### src/rtl/rv32i_pkg.sv
// -----------------------------------------------------------------------------
// rv32i_pkg
// Shared RV32I definitions used by the decode/execute boundary.
//   XLEN      datapath width
//   REG_AW    architectural register index width
//   alu_func_e  4-bit ALU function encoding, common to decode, ID/EX and ALU
// -----------------------------------------------------------------------------
package rv32i_pkg;

    localparam int XLEN   = 32;
    localparam int REG_AW = 5;

    // ALU function codes. SUB, SRA and SRAI reuse the ADD/SRL/SRLI codes and are
    // distinguished by the separate sub_sra select bit.
    typedef enum logic [3:0] {
        ALU_ADD  = 4'b0000,   // ADD / SUB
        ALU_XOR  = 4'b0001,
        ALU_OR   = 4'b0010,
        ALU_AND  = 4'b0011,
        ALU_SLLI = 4'b0100,
        ALU_SLL  = 4'b0101,
        ALU_SRL  = 4'b0110,   // SRL / SRA
        ALU_SRLI = 4'b0111,   // SRLI / SRAI
        ALU_SLT  = 4'b1000,
        ALU_SLTU = 4'b1001
    } alu_func_e;

endpackage : rv32i_pkg

### src/rtl/operand_fwd_mux.sv
// -----------------------------------------------------------------------------
// operand_fwd_mux
// Resolves one source operand against the two in-flight writers.
//   rs_addr      source register index
//   rf_data      register file read data for rs_addr
//   exm_*        EX/MEM writer (youngest, wins over MEM/WB)
//   wb_*         MEM/WB writer
//   fwd_data     resolved operand value
// x0 is hardwired to zero in the register file, so it is never forwarded even
// when a writer names it as destination.
// With FWD_EN=0 the register file data passes straight through.
// -----------------------------------------------------------------------------
module operand_fwd_mux #(
    parameter int XLEN   = rv32i_pkg::XLEN,
    parameter int REG_AW = rv32i_pkg::REG_AW,
    parameter bit FWD_EN = 1'b1
) (
    input  logic [REG_AW-1:0] rs_addr,
    input  logic [XLEN-1:0]   rf_data,
    input  logic [REG_AW-1:0] exm_rd_addr,
    input  logic              exm_rd_we,
    input  logic [XLEN-1:0]   exm_result,
    input  logic [REG_AW-1:0] wb_rd_addr,
    input  logic              wb_rd_we,
    input  logic [XLEN-1:0]   wb_result,
    output logic [XLEN-1:0]   fwd_data
);

    generate
        if (FWD_EN) begin : g_fwd
            logic rs_nonzero_s;
            logic exm_hit_s;
            logic wb_hit_s;

            assign rs_nonzero_s = (rs_addr != {REG_AW{1'b0}});
            assign exm_hit_s    = rs_nonzero_s & exm_rd_we & (exm_rd_addr == rs_addr);
            assign wb_hit_s     = rs_nonzero_s & wb_rd_we  & (wb_rd_addr  == rs_addr);

            // Priority select: the EX/MEM result is newer than the MEM/WB one
            always_comb begin
                fwd_data = rf_data;
                if (exm_hit_s) begin
                    fwd_data = exm_result;
                end else if (wb_hit_s) begin
                    fwd_data = wb_result;
                end else begin
                    fwd_data = rf_data;
                end
            end
        end else begin : g_nofwd
            assign fwd_data = rf_data;
        end
    endgenerate

endmodule : operand_fwd_mux

### src/rtl/id_ex_operand_stage.sv
// -----------------------------------------------------------------------------
// id_ex_operand_stage
// ID/EX pipeline register in front of the RV32I ALU. Captures one decoded
// instruction per accepted handshake, resolves RAW hazards by forwarding from
// EX/MEM and MEM/WB, and presents registered operands and control to the ALU.
//
// Ports
//   clk, rst_n                    clock, asynchronous active-low reset
//   flush                         drop held entry and this cycle's input
//   in_valid / in_ready           decode-side handshake
//   in_rs1/rs2_addr, _data        source indices and register file data
//   in_imm, in_pc                 immediate and instruction PC
//   in_use_imm, in_use_pc         B = imm, A = pc selects
//   in_func, in_sub_sra           ALU function and SUB/SRA select
//   in_rd_addr, in_rd_we          destination
//   exm_*, wb_*                   forwarding sources (EX/MEM, MEM/WB)
//   out_valid / out_ready         execute-side handshake
//   alu_a, alu_b, alu_shamt       registered operands, shamt = imm[4:0]
//   alu_func, alu_sub_sra         registered ALU control
//   out_rd_addr, out_rd_we        registered destination, we gated by valid
//
// While an entry is held by back-pressure, a MEM/WB write to one of its
// register-sourced operands reloads that operand, so a stalled instruction
// never leaves with a value that has since been retired to the register file.
// -----------------------------------------------------------------------------
module id_ex_operand_stage #(
    parameter int XLEN   = rv32i_pkg::XLEN,
    parameter int REG_AW = rv32i_pkg::REG_AW,
    parameter bit FWD_EN = 1'b1
) (
    input  logic              clk,
    input  logic              rst_n,
    input  logic              flush,
    input  logic              in_valid,
    output logic              in_ready,
    input  logic [REG_AW-1:0] in_rs1_addr,
    input  logic [REG_AW-1:0] in_rs2_addr,
    input  logic [XLEN-1:0]   in_rs1_data,
    input  logic [XLEN-1:0]   in_rs2_data,
    input  logic [XLEN-1:0]   in_imm,
    input  logic [XLEN-1:0]   in_pc,
    input  logic              in_use_imm,
    input  logic              in_use_pc,
    input  logic [3:0]        in_func,
    input  logic              in_sub_sra,
    input  logic [REG_AW-1:0] in_rd_addr,
    input  logic              in_rd_we,
    input  logic [REG_AW-1:0] exm_rd_addr,
    input  logic              exm_rd_we,
    input  logic [XLEN-1:0]   exm_result,
    input  logic [REG_AW-1:0] wb_rd_addr,
    input  logic              wb_rd_we,
    input  logic [XLEN-1:0]   wb_result,
    output logic              out_valid,
    input  logic              out_ready,
    output logic [XLEN-1:0]   alu_a,
    output logic [XLEN-1:0]   alu_b,
    output logic [4:0]        alu_shamt,
    output logic [3:0]        alu_func,
    output logic              alu_sub_sra,
    output logic [REG_AW-1:0] out_rd_addr,
    output logic              out_rd_we
);

    import rv32i_pkg::*;

    // Handshake / valid state
    logic              out_valid_r;
    logic              rd_we_r;
    logic              valid_next_s;
    logic              capture_s;
    logic              hold_s;

    // Payload bank
    logic [XLEN-1:0]   alu_a_r;
    logic [XLEN-1:0]   alu_b_r;
    logic [4:0]        alu_shamt_r;
    logic [3:0]        alu_func_r;
    logic              alu_sub_sra_r;
    logic [REG_AW-1:0] rd_addr_r;

    // Source bookkeeping for the hold-time refresh
    logic [REG_AW-1:0] rs1_addr_r;
    logic [REG_AW-1:0] rs2_addr_r;
    logic              a_is_reg_r;
    logic              b_is_reg_r;

    logic [XLEN-1:0]   rs1_fwd_s;
    logic [XLEN-1:0]   rs2_fwd_s;
    logic [XLEN-1:0]   a_next_s;
    logic [XLEN-1:0]   b_next_s;
    logic              wb_live_s;
    logic              refresh_a_s;
    logic              refresh_b_s;

    // Ready depends only on our own occupancy and downstream, never on in_valid
    assign in_ready  = ~out_valid_r | out_ready;
    assign capture_s = in_valid & in_ready & ~flush;
    assign hold_s    = out_valid_r & ~out_ready;

    // Next-valid: flush wins, otherwise refill when the slot frees up
    always_comb begin
        valid_next_s = out_valid_r;
        if (flush) begin
            valid_next_s = 1'b0;
        end else if (in_ready) begin
            valid_next_s = in_valid;
        end else begin
            valid_next_s = out_valid_r;
        end
    end

    operand_fwd_mux #(
        .XLEN   (XLEN),
        .REG_AW (REG_AW),
        .FWD_EN (FWD_EN)
    ) u_fwd_rs1 (
        .rs_addr     (in_rs1_addr),
        .rf_data     (in_rs1_data),
        .exm_rd_addr (exm_rd_addr),
        .exm_rd_we   (exm_rd_we),
        .exm_result  (exm_result),
        .wb_rd_addr  (wb_rd_addr),
        .wb_rd_we    (wb_rd_we),
        .wb_result   (wb_result),
        .fwd_data    (rs1_fwd_s)
    );

    operand_fwd_mux #(
        .XLEN   (XLEN),
        .REG_AW (REG_AW),
        .FWD_EN (FWD_EN)
    ) u_fwd_rs2 (
        .rs_addr     (in_rs2_addr),
        .rf_data     (in_rs2_data),
        .exm_rd_addr (exm_rd_addr),
        .exm_rd_we   (exm_rd_we),
        .exm_result  (exm_result),
        .wb_rd_addr  (wb_rd_addr),
        .wb_rd_we    (wb_rd_we),
        .wb_result   (wb_result),
        .fwd_data    (rs2_fwd_s)
    );

    // Operand source select for a newly captured instruction
    always_comb begin
        a_next_s = rs1_fwd_s;
        b_next_s = rs2_fwd_s;
        if (in_use_pc) begin
            a_next_s = in_pc;
        end else begin
            a_next_s = rs1_fwd_s;
        end
        if (in_use_imm) begin
            b_next_s = in_imm;
        end else begin
            b_next_s = rs2_fwd_s;
        end
    end

    // A retiring write to x0 carries no architectural value, so it never refreshes
    assign wb_live_s   = FWD_EN & wb_rd_we & (wb_rd_addr != {REG_AW{1'b0}});
    assign refresh_a_s = hold_s & wb_live_s & a_is_reg_r & (wb_rd_addr == rs1_addr_r);
    assign refresh_b_s = hold_s & wb_live_s & b_is_reg_r & (wb_rd_addr == rs2_addr_r);

    // Valid flop and the valid-gated write enable
    always_ff @(posedge clk or negedge rst_n) begin
        if (!rst_n) begin
            out_valid_r <= 1'b0;
            rd_we_r     <= 1'b0;
        end else begin
            out_valid_r <= valid_next_s;
            rd_we_r     <= valid_next_s & (capture_s ? in_rd_we : rd_we_r);
        end
    end

    // Payload bank: load on capture, otherwise hold with per-operand refresh
    always_ff @(posedge clk or negedge rst_n) begin
        if (!rst_n) begin
            alu_a_r       <= {XLEN{1'b0}};
            alu_b_r       <= {XLEN{1'b0}};
            alu_shamt_r   <= 5'd0;
            alu_func_r    <= ALU_ADD;
            alu_sub_sra_r <= 1'b0;
            rd_addr_r     <= {REG_AW{1'b0}};
            rs1_addr_r    <= {REG_AW{1'b0}};
            rs2_addr_r    <= {REG_AW{1'b0}};
            a_is_reg_r    <= 1'b0;
            b_is_reg_r    <= 1'b0;
        end else if (capture_s) begin
            alu_a_r       <= a_next_s;
            alu_b_r       <= b_next_s;
            alu_shamt_r   <= in_imm[4:0];
            alu_func_r    <= in_func;
            alu_sub_sra_r <= in_sub_sra;
            rd_addr_r     <= in_rd_addr;
            rs1_addr_r    <= in_rs1_addr;
            rs2_addr_r    <= in_rs2_addr;
            a_is_reg_r    <= ~in_use_pc;
            b_is_reg_r    <= ~in_use_imm;
        end else begin
            if (refresh_a_s) begin
                alu_a_r <= wb_result;
            end
            if (refresh_b_s) begin
                alu_b_r <= wb_result;
            end
        end
    end

    assign out_valid   = out_valid_r;
    assign out_rd_we   = rd_we_r;
    assign alu_a       = alu_a_r;
    assign alu_b       = alu_b_r;
    assign alu_shamt   = alu_shamt_r;
    assign alu_func    = alu_func_r;
    assign alu_sub_sra = alu_sub_sra_r;
    assign out_rd_addr = rd_addr_r;

endmodule : id_ex_operand_stage

### config.mk
export PLATFORM = sky130hd
export DESIGN_NAME = id_ex_operand_stage
export DESIGN_NICKNAME = d
export VERILOG_FILES = /design/src/rtl/rv32i_pkg.sv /design/src/rtl/operand_fwd_mux.sv /design/src/rtl/id_ex_operand_stage.sv
export SDC_FILE = /design/constraint.sdc
export NUM_CORES = 1
export LEC_CHECK = 0
export CORE_MARGIN = 2
export CORE_UTILIZATION = 41
export DETAILED_ROUTE_END_ITERATION = 12
export HOLD_SLACK_MARGIN = 0.03
export PLACE_DENSITY = 0.82
export SKIP_LAST_GASP = 1
export SLEW_MARGIN = 20
export SYNTH_ARGS = -nofsm -noshare
export SYNTH_HDL_FRONTEND = slang
export SYNTH_SLANG_ARGS = --single-unit
### constraint.sdc
create_clock -name clk -period 2.1 [get_ports clk]
set_input_delay 0.315 -clock clk [delete_from_list [all_inputs] [get_ports clk]]
set_output_delay 0.315 -clock clk [all_outputs]
set_load 0.02 [all_outputs]
== After elaboration in Yosys (flattened, before gate mapping) ==
Index checks and enable logic that the tools add are counted.
Operators by class
  equality and inequality tests: 6
  bitwise operators: 24
  mux-type cells: 13
  reductions and logical operators: 5
Operators by type and width (count)
  32-bit 2-to-1 mux: 10
  5-bit == test: 6
  1-bit bitwise AND: 18
  5-bit nonzero test: 3
  1-bit inverter: 5
  2-bit nonzero test: 2
  1-bit 2-to-1 mux: 3
  1-bit OR: 1
Word-level totals
  flip-flop bits (word level): 93
  word-level logic and storage cells: 60
  output and inout bits: 82
  input port bits: 232

== Depth between registers and ports, before layout ==
Gate-level depths: netlist of run 1.
  depth in word-level cells: 7
  mapped depth: 9

== Modules after synthesis ==
Synthesis of run 1 repeated with hierarchy kept, for this count alone.
Second synthesis, totals
  cell total of the unflattened synthesis: 930
  area, all modules: 7528.5 µm²
By module, submodules not included
  id_ex_operand_stage: sequential area each 2327.2 µm², instances 1, area each 5631.7 µm², cells each 592
  operand_fwd_mux: sequential area each 0.0 µm², instances 2, area each 948.4 µm², cells each 169

== Worst setup path after synthesis of run 1 ==
Ideal clock, no wire load.
  kind: reg-to-reg
  start point: register out_valid_r, in the netlist out_valid
  end point: register alu_b_r[1], in the netlist alu_b[1]
  setup slack: 0.125 ns
  buffers on the path: 2
  arrival: 1.847 ns
  required time: 1.972 ns
  stages on the path, launching flop included: 8
  path through: dfrtp_1 nor2b_1 buf_2 nand4_1 o31ai_4 buf_6 mux2i_1 o21ai_1
Between the ends
  cells in the longest elaborated chain, start to end: 5
RTL lines
  from (decl): RTL line id_ex_operand_stage.sv:68  | logic out_valid_r;
  from (signal assigned): RTL line id_ex_operand_stage.sv:172  | out_valid_r <= valid_next_s;
  1-bit bitwise AND or 1-bit inverter (tied branches): RTL line id_ex_operand_stage.sv:99, id_ex_operand_stage.sv:97
  1-bit bitwise AND or 1-bit OR (tied branches): RTL line id_ex_operand_stage.sv:164, id_ex_operand_stage.sv:97
  1-bit bitwise AND, on equally long branches (2 in series): RTL line id_ex_operand_stage.sv:164, id_ex_operand_stage.sv:98
  2-bit nonzero test (no line) or 32-bit 2-to-1 mux (tied branches)
  to (signal assigned): RTL line id_ex_operand_stage.sv:181  | alu_b_r <= {XLEN{1'b0}};
  to (signal assigned): RTL line id_ex_operand_stage.sv:192  | alu_b_r <= b_next_s;
  to (signal assigned): RTL line id_ex_operand_stage.sv:206  | alu_b_r <= wb_result;
  to (decl): RTL line id_ex_operand_stage.sv:76  | logic [XLEN-1:0] alu_b_r;
Parallel ways exist; a longest one is shown, timed or not.
A chain may end at the register's enable or synchronous reset.

== Worst setup path after layout of run 1 ==
  start point: register out_valid_r, in the netlist out_valid
  end point: register alu_a_r[11], in the netlist alu_a[11]
Between the ends
  cells in the longest elaborated chain, start to end: 5
RTL lines
  1-bit bitwise AND or 1-bit inverter (tied branches): RTL line id_ex_operand_stage.sv:99, id_ex_operand_stage.sv:97
  1-bit bitwise AND or 1-bit OR (tied branches): RTL line id_ex_operand_stage.sv:163, id_ex_operand_stage.sv:97
  1-bit bitwise AND, on equally long branches (2 in series): RTL line id_ex_operand_stage.sv:163, id_ex_operand_stage.sv:98
  2-bit nonzero test (no line) or 32-bit 2-to-1 mux (tied branches)
  to (signal assigned): RTL line id_ex_operand_stage.sv:180  | alu_a_r <= {XLEN{1'b0}};
  to (signal assigned): RTL line id_ex_operand_stage.sv:191  | alu_a_r <= a_next_s;
  to (signal assigned): RTL line id_ex_operand_stage.sv:203  | alu_a_r <= wb_result;
  to (decl): RTL line id_ex_operand_stage.sv:75  | logic [XLEN-1:0] alu_a_r;
Parallel ways exist; a longest one is shown, timed or not.

==> out/metrics.yaml, run 1 <==
layout:
  register_area_um2: 2327
  layout.nets: 1316
  fill_cells: 1166
  utilization_pct: 71.40
  drive_gt1_share_pct: 13.13
  area_delta_synth_final_pct: 71.67
  multi_input_area_um2: 3792
grt:
  grt_use_total_pct: 35.03
  grt_first_pass_wirelength_um: 43950
  grt_util_met1_pct: 43.33
  grt_busiest_layer: "met2"
  grt_use_met3_pct: 9.349
  grt_max_degree: 59
  grt_pass1_vias: 7828
  grt_overflow_total: 0
  met2_usage_pct: 56.78
  antenna_found_initial: 1
synthesis:
  synth-edff-count: 0
  syn_area_um2: 6276
  synthCells: 737
  synth_top_cell_by_area: "dfrtp_1"
  yosysUniqueCellTypes: 44
  ys_warn_count: 0
  yosys-top-cells-area: "dfrtp_1, a221oi_1, nand2_1, mux2i_1, o21ai_0"
  synth_async_sr_flop_share_pct: 100.0
  synth_common_cells: "nand2_1, dfrtp_1, nor2_1, a221oi_1, o21ai_0"
  synth_top_area_share_pct: 37.08
  postSynthNetCount: 969
  ys_seq_area_share_pct: 37.08
  syn_area_per_cell_um2: 8.516
  ys_seq_elements: 93
  synth.most_common_cell: "nand2_1"
  ys_dominant_reg_cell: "dfrtp_1"
critical_path:
  cp_data_arrival_time_ns: 2.28
  cpPeakStageDelay_ns: 0.38
  path_class: "flop to flop"
  cp_max_fo: 18
  path_cells: "nor2b_2 > buf_12 > buf_4 > inv_2 > nand2b_4 > buf_12 > o31ai_4 > buf_12 > mux2i_1 > o21ai_1"
  critPathRequiredTime_ns: 2.32
  end_kind: "flop"
  crit_path_start_kind: "flop"
  cp_slowest_cell: "dfrtp_1"
  crit_top_cell: "buf_12"
  cp_num_buf_inv: 5
  cp_top_family: "buffers and inverters"
route:
  viasPerCell: 6.230
  first_pass_iters: 6
  num_vias: 7962
  wire_per_inst_um: 23.70
  drc: 0
  initialDrtViolationCount: 969
  routed_wirelength_um: 30290
  ant_nets: 0
clocking:
  cts_buffers: 9
  clk_latency_ns: 0.36
  numClockSinks: 93
  cts_tree: "built"
  clk_path_buf_depth: 2
  cts-root-buf: "clkbuf_16"
  clk_pin_slew_ns: 0.07
  htreeDepth: 3
timing:
  slew_headroom_pct: 49.78
  tightestPinTransition_ns: 0.7526
  setup_violations: 0
  rsz0062_at_grt: "yes"
  finClkSkew_ns: 0.01360
  period_needed_ns: 2.052
  final_hold_viol_count: 0
  maxSlewViolCount: 0
  tns_ns: 0
  clock.fmax_mhz: 487.4
  finalCritPeriodShare_pct: 97.69
die:
  die_h_um: 127.7
  coreArea_um2: 15090
  die_x_um: 127.7
  num_rows: 45
  io_pins: 314
  die_area_um2: 16310
  initial_utilization_pct: 41.59
placed_design:
  gp_congestion: 0.9521
  dpl.hpwl_um: 20840
  port-buffer-count: 313
pwr:
  intPower_w: 0.004490
  seqPwrFrac_pct: 34.2
  powerDensity_nw_per_um2: 631.1
  switching_share_pct: 33.97
  pwr-share-comb_pct: 40.4
  vdd_drop_max_mv: 0.3879
  p_leak_nw: 4.363
  switching_power_w: 0.002310
  p_clk_share_pct: 25.5
worst_hold_path:
  min_path_type: "input port to async pin"
outcome:
  status: "finished clean"
job:
  max_cap_violations: 0
==> flip-flops by register name (all words and copies together) (netlist names) <==
name	cells
alu_a	32
alu_b	32
alu_shamt	5
out_rd_addr	5
rs1_addr_r	5
rs2_addr_r	5
alu_func	4
a_is_reg_r	1
alu_sub_sra	1
b_is_reg_r	1
out_rd_we	1
out_valid	1
==> power by group through the flow <==
stage	Sequential (W)	Combinational [W]	Clock, W
floorplan	0.00267	0.000782	0
global placement	0.00234	0.00262	0
detailed placement	0.00235	0.00266	0
CTS	0.00232	0.00267	0.00174
global route	0.00235	0.00290	0.00181
finish	0.00232	0.00275	0.00173
==> metrics by stage <==
stage	worst slack [ns]	total power (W)	std cells	hold slack [ns]	cell area, um^2
floorplan	0.1247	0.003448	737	0.01941	6276
global placement	-0.5661	0.004951	1246	0.1328	10220
detailed placement	-0.6190	0.005005	1248	0.1339	10240
CTS	-0.05527	0.006728	1265	0.2887	10570
global route	-0.06341	0.007064	1278	0.2940	10770
finish	0.04845	0.006800	1278	0.3046	10770
==> final cells by class <==
cell class	instances	share of cell area (%)
Timing Repair Buffer	403	38.07
Clock buffer	10	2.218
Antenna cell	1	0.02323
Sequential cell	93	21.60
Clock inverter	6	0.5690
Inverter	4	0.1394
Tap cell	188	2.183
Multi-Input combinational cell	573	35.20
==> metal layers <==
metal	vias to the layer above	routed length [um]
li1	3449	-
met4	0	1400
met2	603	14240
met1	3773	11220
met5	-	0
met3	137	3425
==> cell usage in the layout (no fill, tap or decap), types with 2 or more instances in the layout <==
cell             netlist  layout
nand2_1              109     109
clkinv_2               0       3
o21ai_1               47      48
xnor2_1               19      19
a22o_1                38      38
and2_1                 8       8
dfrtp_1               93      93
inv_1                  3       3
nor3b_4                0       2
a211oi_1              12      12
nor4_2                 3       2
xor2_4                 0       2
nand4_1                6       6
buf_4                  2      66
a21o_1                 2       2
nor2_2                 0       3
nor4_4                 0       2
a222oi_1               7       7
dlymetal6s2s_1         0       5
a221oi_1              72      67
dlygate4sd2_1          0       2
a221oi_2               0       5
mux2i_1               38      38
nor2_4                 0       4
buf_6                  6       2
clkbuf_16              0      10
clkdlybuf4s50_1        0     304
o22ai_1               11      11
o31a_4                 0       2
o21ai_0               71      70
xor2_1                11       9
o31ai_4                2       2
nor2_1                83      78
and3_1                11      11
or4_4                  2       2
buf_12                 0      21
==> worst reg2reg max path: stages (launching register included) <==
cell	delay (ns)
dfrtp_1	0.38
nor2b_2	0.17
buf_12	0.13
buf_4	0.15
inv_2	0.09
nand2b_4	0.14
buf_12	0.17
o31ai_4	0.08
buf_12	0.23
mux2i_1	0.29
o21ai_1	0.10
==> worst paths after layout <==
| kind | from | to | slack, ns | depth (start not counted) |
|---|---|---|---|---|
| worst min register to register | out_rd_addr[0] | out_rd_addr[0] | 0.48 | 2 |
| worst max register to register | out_valid | alu_a[11] | 0.05 | 10 |
| worst max-delay path | out_valid | alu_a[11] | 0.05 | 10 |
| min in group clk | in_rs2_addr[3] | rs2_addr_r[3] | 0.33 | 3 |
| max in group asynchronous | rst_n | alu_a[21] | 1.16 | 3 |
| worst min-delay path | rst_n | out_rd_we | 0.30 | 2 |
==> kinds of logic after synthesis <==
family / after synthesis / share of synthesized area, %
compound gates: 270 / 30.48
simple gates: 233 / 16.49
flops: 93 / 37.08
buf+inv: 73 / 5.702
mux: 38 / 6.061
xor+xnor: 30 / 4.187
==> timing repair <==
item | 4_1_cts | 5_1_grt
pin swaps | 2 | 11
hold endpoints to repair | 10 | 0
setup buffers | 0 | 9
gates resized for setup | 5 | 19
cloned | 0 | 3
hold buffers | 1 | 0
setup endpoints to repair | 33 | 64
(Power assumes the default switching activity.)
==> run 2, diff against run 1 <==
--- a/config.mk
+++ b/config.mk
@@ -12,5 +12,5 @@
 export PLACE_DENSITY = 0.82
 export SKIP_LAST_GASP = 1
-export SLEW_MARGIN = 20
+export SLEW_MARGIN = 15
 export SYNTH_ARGS = -nofsm -noshare
 export SYNTH_HDL_FRONTEND = slang
==> constraint.sdc (replaced) <==
create_clock -name clk -period 2.1 [get_ports clk]
set_input_delay 0.63 -clock clk [delete_from_list [all_inputs] [get_ports clk]]
set_output_delay 0.63 -clock clk [all_outputs]
set_load 0.02 [all_outputs]
==> run 2 against run 1 <==
Compared with the run above: the run now ends with setup timing left; die area did not move; core utilization rose by 6.0 points; via count up 4.8%; fmax shrank 4.8%; final area rose by 8.4%; setup slack lost 0.10 ns; worst hold slack lost 0.17 ns; non-clock buffer count increased by 26; global-route usage up 3.0 points; register-to-register slack got worse by 0.03 ns; sequential cell count unchanged; wire length grew 7.3%; critical endpoint is now alu_b[29].
==> out/metrics.yaml, run 2 (synthesis results as in run 1) <==
route:
  routed_wirelength_um: 32520  # +7.3%
  viasPerCell: 6.408  # +2.9%
  first_pass_iters: 6  # unchanged
  drc: 0  # unchanged
  ant_nets: 0  # unchanged
  num_vias: 8343  # +4.8%
  initialDrtViolationCount: 1104  # +14%
  wire_per_inst_um: 24.97  # +5.4%
grt:
  grt_first_pass_wirelength_um: 47530  # +8.1%
  grt_max_degree: 56  # -5.1%
  antenna_found_initial: 0  # -1
  grt_pass1_vias: 8434  # +7.7%
  grt_overflow_total: 0  # unchanged
  grt_use_total_pct: 38.03  # +3.0 points
pwr:
  p_leak_nw: 4.610  # +5.7%
  vdd_drop_max_mv: 0.5525  # +42%
  powerDensity_nw_per_um2: 608.6  # -3.6%
critical_path:
  end_kind: "flop"
  path_class: "input port to flop"
  cp_max_fo: 7  # -11
  cp_data_arrival_time_ns: 2.42  # +0.14 ns
  path_cells: "buf_2 > buf_4 > xnor2_2 > nand4_1 > buf_4 > buf_4 > nor3_4 > a222oi_1 > o21ai_1"
  path_depth: 9  # -1
  cp_slowest_cell: "nor3_4"
  crit_path_start_kind: "input port"
  cp_top_family: "buffers and inverters"
  rr_worst_depth: 7  # -3
  critPathRequiredTime_ns: 2.36  # +0.04 ns
  cp_num_buf_inv: 4  # -1
  cpPeakStageDelay_ns: 0.41  # +0.03 ns
  crit_top_cell: "buf_4"
job:
  max_cap_violations: 0  # unchanged
clocking:
  cts_tree: "built"
  clk_pin_slew_ns: 0.07  # about the same
  htreeDepth: 3  # unchanged
  ctsHoldBuffers: 0  # -1
  clk_latency_ns: 0.35  # about the same
  clk_path_buf_depth: 2  # unchanged
  numClockSinks: 93  # unchanged
  cts-root-buf: "clkbuf_16"
  cts_buffers: 9  # unchanged
placed_design:
  port-buffer-count: 313  # unchanged
  dpl.hpwl_um: 21280  # +2.1%
  dp_worst_setup_slack_ns: -0.9408  # -0.3218 ns
  gp_congestion: 0.9029  # -5.2%
die:
  die_h_um: 127.7  # unchanged
  io_pins: 314  # unchanged
  coreArea_um2: 15090  # unchanged
  num_rows: 45  # unchanged
  die_area_um2: 16310  # unchanged
  initial_utilization_pct: 41.59  # unchanged
  die_x_um: 127.7  # unchanged
layout:
  drive_gt1_share_pct: 21.99  # +8.9 points
  final_cell_mix: "clkdlybuf4s50_1, nand2_1, dfrtp_1, nor2_1, buf_4"
  layout_commonest_cell: "clkdlybuf4s50_1"
  diodes: 0  # -1
  area_delta_synth_final_pct: 86.04
  layout.nets: 1341  # +1.9%
  utilization_pct: 77.38  # +6.0 points
timing:
  setup_slack_ns: -0.05423  # -0.1027 ns
  finalCritPeriodShare_pct: 102.6  # +4.9 points
  clock.fmax_mhz: 464.2  # -4.8%
  period_needed_ns: 2.154  # +0.1027 ns
  final_hold_viol_count: 0  # unchanged
  slew_headroom_pct: 48.84  # -0.93 points
  maxSlewViolCount: 0  # unchanged
  tightestPinTransition_ns: 0.7616  # +0.009050 ns
  rsz0062_at_grt: "yes"
  setup_violations: 9  # +9
  finClkSkew_ns: 0.007613  # -0.005988 ns
outcome:
  status: "finished, violations left"
  violations: "setup timing"
worst_hold_path:
  min_path_type: "input port to async pin"
-- run 2: per-stage QoR --
step | hold slack, ns | cells | power [W] | instance area, um^2 | setup TNS [ns]
2_1_floorplan | 0.3344 | 737 | 0.003460 | 6317 | -0.2376
3_3_place_gp | 0.4569 | 1265 | 0.004959 | 10450 | -53.37
3_5_place_dp | 0.4611 | 1265 | 0.005010 | 10450 | -56.71
4_1_cts | 0.1331 | 1297 | 0.006959 | 11430 | 0
5_1_grt | 0.1425 | 1302 | 0.007349 | 11680 | -0.2828
6_report | 0.1393 | 1302 | 0.007106 | 11680 | -0.1874
-- run 2: area by class of cell --
class	count	area, um^2
inverter	4	15.01
clock inverter	3	68.82
clock buffer	13	250.2
timing repair buffer	429	4459
multi-input combinational	572	4320
fill	995	3413
tap	188	235.2
sequential	93	2327
-- run 2: per-layer routing --
layer / share of wire, % / track usage [%] / vias to the layer above / wire length [um]
met2: 47 / 63.98 / 670 / 15350
li1: - / - / 3508 / -
met3: 11 / 9.766 / 184 / 3645
met4: 6.2 / 16.87 / 0 / 2002
met1: 35 / 46.09 / 3981 / 11520
met5: 0 / 0 / - / 0
-- run 2: power by group --
| part | switching [W] | internal, W |
|---|---|---|
| Clock | 0.000760 | 0.00108 |
| Sequential | 0.000225 | 0.00211 |
| Combinational | 0.00141 | 0.00152 |
| Total | 0.00240 | 0.00471 |
-- run 2: final timing paths --
path                          startpoint            to  slack [ns]
hold / removal                     rst_n     out_valid        0.14
min in group clk            alu_shamt[3]  alu_shamt[3]        0.48
setup / recovery           wb_rd_addr[2]     alu_b[29]       -0.05
hold reg to reg             alu_shamt[3]  alu_shamt[3]        0.48
max in group asynchronous          rst_n     alu_a[13]        1.31
setup reg to reg           rs2_addr_r[2]     alu_b[29]        0.02
-- run 2: worst reg2reg max path, stage by stage (launching register included) --
cell,delay (ns)
dfrtp_1,0.43
xnor2_2,0.24
nand4_1,0.22
buf_4,0.21
buf_4,0.13
nor3_4,0.41
a222oi_1,0.20
o21ai_1,0.14
-- run 2: what timing repair did --
item,in CTS,in global routing
cloned,5,3
resized for setup,139,63
pin swaps,41,33
buffers inserted,11,4
endpoints found under the setup margin,72,86
